$ cat src/rtl/mem_arbiter.sv
// Round-robin arbiter sharing one memory port among NumPorts requesters, one transaction at a time.
// Latency: mem_req_o one cycle after req_i; gnt_o one cycle after mem_gnt_i. Requesters wait, holding req_i, until their gnt_o pulse.
module mem_arbiter #(
  parameter int AddrWidth = 32,
  parameter int DataWidth = 32,
  parameter int NumPorts  = 2
) (
  input  logic                            clk_i,
  input  logic                            rst_i,
  input  logic [NumPorts-1:0]             req_i,
  input  logic [NumPorts-1:0]             rw_i,
  input  logic [NumPorts*AddrWidth-1:0]   addr_i,
  input  logic [NumPorts*DataWidth-1:0]   wdata_i,
  output logic [NumPorts-1:0]             gnt_o,
  output logic [DataWidth-1:0]            rdata_o,
  output logic                            busy_o,
  output logic [$clog2(NumPorts)-1:0]     owner_o,
  output logic                            mem_req_o,
  input  logic                            mem_gnt_i,
  output logic                            mem_rw_o,
  output logic [AddrWidth-1:0]            mem_addr_o,
  output logic [DataWidth-1:0]            mem_wdata_o,
  input  logic [DataWidth-1:0]            mem_rdata_i
);

  localparam int OW = $clog2(NumPorts);

  typedef enum logic [1:0] {IDLE, BUSY, DONE} state_t;

  state_t              state;
  logic [OW-1:0]       ptr;
  logic [NumPorts-1:0] mask;
  logic [NumPorts-1:0] elig;
  logic                win_vld;
  logic [OW-1:0]       win;

  // First eligible port at or above ptr, wrapping; mask hides the port just served.
  always_comb begin
    elig    = req_i & ~mask;
    win_vld = 1'b0;
    win     = ptr;
    for (int i = 0; i < NumPorts; i++) begin
      if (!win_vld && elig[(int'(ptr) + i) % NumPorts]) begin
        win_vld = 1'b1;
        win     = OW'((int'(ptr) + i) % NumPorts);
      end
    end
  end

  always_ff @(posedge clk_i) begin
    if (rst_i) begin
      state       <= IDLE;
      ptr         <= '0;
      mask        <= '0;
      gnt_o       <= '0;
      rdata_o     <= '0;
      busy_o      <= 1'b0;
      owner_o     <= '0;
      mem_req_o   <= 1'b0;
      mem_rw_o    <= 1'b0;
      mem_addr_o  <= '0;
      mem_wdata_o <= '0;
    end else begin
      case (state)
        IDLE: begin
          mask  <= '0;
          gnt_o <= '0;
          if (win_vld) begin
            owner_o     <= win;
            mem_rw_o    <= rw_i[win];
            mem_addr_o  <= addr_i[int'(win)*AddrWidth +: AddrWidth];
            mem_wdata_o <= wdata_i[int'(win)*DataWidth +: DataWidth];
            mem_req_o   <= 1'b1;
            busy_o      <= 1'b1;
            state       <= BUSY;
          end
        end
        BUSY: begin
          if (mem_gnt_i) begin
            rdata_o   <= mem_rdata_i;
            mem_req_o <= 1'b0;
            gnt_o     <= NumPorts'(1) << owner_o;
            state     <= DONE;
          end
        end
        DONE: begin
          gnt_o  <= '0;
          busy_o <= 1'b0;
          mask   <= NumPorts'(1) << owner_o;
          ptr    <= (owner_o == OW'(NumPorts - 1)) ? '0 : owner_o + 1'b1;
          state  <= IDLE;
        end
        default: state <= IDLE;
      endcase
    end
  end

endmodule

$ cat config.mk
export PLATFORM = sky130hd
export DESIGN_NAME = mem_arbiter
export DESIGN_NICKNAME = d
export VERILOG_FILES = /design/src/rtl/mem_arbiter.sv
export SDC_FILE = /design/constraint.sdc
export NUM_CORES = 1
export LEC_CHECK = 0
export BUFFER_PORTS_ARGS = -buffer_cell sky130_fd_sc_hd__buf_2
export CORE_ASPECT_RATIO = 0.7
export CORE_MARGIN = 4
export CORE_UTILIZATION = 48
export DETAILED_ROUTE_END_ITERATION = 10
export PLACE_DENSITY = 0.85
export SLEW_MARGIN = 20
export SYNTH_ARGS = -nofsm -noshare
export SYNTH_HDL_FRONTEND = slang
export SYNTH_SLANG_ARGS = --single-unit
$ cat constraint.sdc
create_clock -name clk_i -period 2.6 [get_ports clk_i]
set_clock_uncertainty 0.2 [all_clocks]
set_input_delay 0.52 -clock clk_i [delete_from_list [all_inputs] [get_ports clk_i]]
set_output_delay 0.52 -clock clk_i [all_outputs]
set_load 0.005 [all_outputs]
==> metrics.md <==
| Metric | Value |
|---|---|
| I/O Pins | `269` |
| Total track usage | `0.2608` |
| Comb pwr share | `0.245` |
| Sequential share of power | `0.451` |
| Status | `completed` |
| DR vias | `5,403` |
| Hold Startpoint | `mem_rdata_i[5]` |
| Synth Cell Area | `4964 um^2` |
| Reg-to-reg endpoint | `mem_addr_o[21]` |
| Crit path max fanout | `47` |
| RSZ-0062 raised after global routing | `no` |
| Initial antenna violation count | `0` |
| Mapped Cells | `570` |
| Setup Viol. Count Final | `0` |
| Synth warn | `0` |
| Total of max-cap violations | `0` |
| Vert. Die Dim | `93.08 um` |
| Clock power share | `0.303` |
| Critical path arrival | `2.17 ns` |
| CORE AREA | `9872 um^2` |
| Gpl congestion | `0.8314` |
| Req. time, crit path | `2.63 ns` |
| Worst vdd ir | `0.3210 mV` |
| CTS Buffer Depth | `2` |
| Rel. slew slack | `0.5335` |
| Wire length per cell | `18.04 um` |
| Dpl ws | `0.4009 ns` |
| HPWL Detailed | `11,820 um` |
| Critical path class | `flop to flop` |
| # hold bufs at CTS | `0` |
| DRC Markers | `0` |
| Hold Violations, Final | `0` |
| CTS sink cnt | `107` |
| Die Wd | `129.5 um` |
| Vias per cell | `5.828` |
| Synth unique cells | `29` |
| Most common cell after layout, fill and taps aside | `buf_2` |
| Row count | `30` |
| Leakage | `0.002954 uW` |
| CP Launch Type | `flop` |
| Area added between synthesis and finish | `33.20%` |
| Crit share post-route | `0.8225` |
| Power per cell area | `628.7 nW/um^2` |
| Final critical-path setup slack | `0.4614 ns` |
| CTS clk-pin slew, worst paths | `0.07 ns` |
| Int Pwr | `2920 uW` |
| H-tree levels | `3` |
| Largest net degree at the start of global routing | `66` |
| Fillers | `798` |
| CP Capture Point | `mem_addr_o[21]` |
| Post-synthesis register bit count | `107` |
| Commonest non-fill, non-tap cells in the layout | `267 x buf_2, 107 x dfxtp_1, 67 x inv_1, 67 x nand2_1, 66 x a31oi_1` |
| Hold crit path type | `input pin to flop` |
| Reg2Reg Depth | `4` |
| Post-CTS sizing | `0` |
| Num CTS Buffers | `9` |
| First-pass GRT wire length | `25,680 um` |
| FMAX | `467.6 MHz` |
| Switching Share | `0.2976` |
| Hold Worst Slack | `0.2132 ns` |
| DRT antenna net count | `0` |
| Minimum period implied by the final worst setup slack | `2.139 ns` |
| Average size of a mapped cell | `8.708 um^2` |
| Switching power | `1237 uW` |
| Crit end category | `flop` |
| Initial DRC Count | `386` |
| Skew-Pair Late Insertion Delay | `0.33 ns` |
| Area occupied by multi-input gates | `2257 um^2` |
| IO Port Bufs | `268` |
| Initial Util | `0.5028` |
| Fin. max-slew vios | `0` |
| Syn Nets | `737` |
| R2R Setup Slk | `0.46 ns` |
| Register area | `2142 um^2` |
| Pre-antenna DRT Iters | `6` |
| Full die area | `12,060 um^2` |
| Setup repair bufs after CTS | `0` |
| CTS tree | `built` |
| N_diodes | `0` |
| CTS Root Cell | `clkbuf_16` |
| Layout cells sized above 1 | `0.4330` |
| Vias in the first global route | `5,333` |
| Worst Setup SP | `state[0]` |
| Total wire length | `16,720 um` |
| Post-synthesis sequential area ratio | `0.4316` |
| R2R Path Start | `state[0]` |
| Worst-margin pin slew | `0.6997 ns` |
| Setup tns final | `0 ns` |
| Gr ovfl total | `0` |
| Final net count | `962` |
-- power by group through the flow --
stage               clock (uW)  combinational [uW]  sequential (uW)
finish                    1260                1020             1880
global route              1340                1120             1890
CTS                       1290                1020             1870
detailed placement           0                1010             1910
global placement             0                 976             1900
floorplan                    0                 599             1910
-- stage by stage --
step | instance area, um^2 | cells | utilization | power, uW
2_1_floorplan | 4964 | 570 | - | 2513
3_3_place_gp | 6340 | 912 | 0.6422 | 2878
3_5_place_dp | 6340 | 912 | 0.6422 | 2925
4_1_cts | 6611 | 927 | 0.6697 | 4183
5_1_grt | 6611 | 927 | 0.6697 | 4349
6_report | 6611 | 927 | 0.6697 | 4157
-- worst max-delay path, cell delays in order (launching register included) --
cell and delay (ns):
dfxtp_1 0.42, or2_2 0.53, a21o_4 0.29, buf_12 0.19
a221oi_1 0.36
-- sequential cells by signal, summed over array words and instances (netlist names) --
signal and count:
busy_o 1, gnt_o 2, mask 2, mem_addr_o 32
mem_req_o 1, mem_rw_o 1, mem_wdata_o 32, owner_o 1
ptr 1, rdata_o 32, state 2
-- cells in the mapped netlist --
library cell	count	area (um^2)
clkbuf_1	41	153.9
nor2_1	5	18.77
or3b_2	1	8.760
a221oi_2	40	600.6
a22oi_1	2	15.01
buf_6	5	56.30
a211o_1	1	8.760
a21oi_1	37	185.2
nand3b_1	1	7.510
or2_0	1	6.260
a221oi_1	25	219.0
or3_1	1	6.260
o21ai_0	1	5.000
buf_4	1	7.510
a31oi_1	66	412.9
buf_1	3	11.26
a21o_1	1	7.510
nor2b_1	2	12.51
o21a_1	1	7.510
nor3b_2	1	12.51
nand2_1	67	251.5
a211oi_1	1	7.510
nand3_1	2	10.01
and3b_1	1	8.760
nand2b_1	2	12.51
inv_1	67	251.5
dfxtp_1	107	2142
buf_2	22	110.1
o22ai_1	65	406.6
-- worst min path at each step --
| stage | to | cells past startpoint |
|---|---|---|
| 5_1_grt | rdata_o[22] | 3 |
| 3_3_place_gp | rdata_o[4] | 2 |
| 2_1_floorplan | mem_req_o | 2 |
| 6_report | rdata_o[5] | 3 |
| 4_1_cts | rdata_o[5] | 3 |
| 3_5_place_dp | rdata_o[7] | 2 |
-- per-layer routing --
layer	wire length, um	GRT usage	vias to the layer above
met5	0	0	-
met4	396	0.08824	0
met3	1723	0.08105	39
met2	8221	0.4470	324
met1	6378	0.3106	2488
li1	-	-	2552
-- layout make-up --
| cell class | instances | share of cell area |
|---|---|---|
| Clock inverter | 3 | 0.003785 |
| Clock buffer | 12 | 0.03728 |
| Sequential cell | 107 | 0.3240 |
| Timing Repair Buffer | 286 | 0.2313 |
| Tap cell | 128 | 0.02422 |
| Inverter | 67 | 0.03804 |
| Multi-Input combinational cell | 324 | 0.3414 |
-- logic make-up after synthesis --
logic type,share of synthesized area
compound gates,0.3779
buf+inv,0.1190
flops,0.4316
simple gates,0.07159
Note: power is estimated with default switching activity, not from simulation.
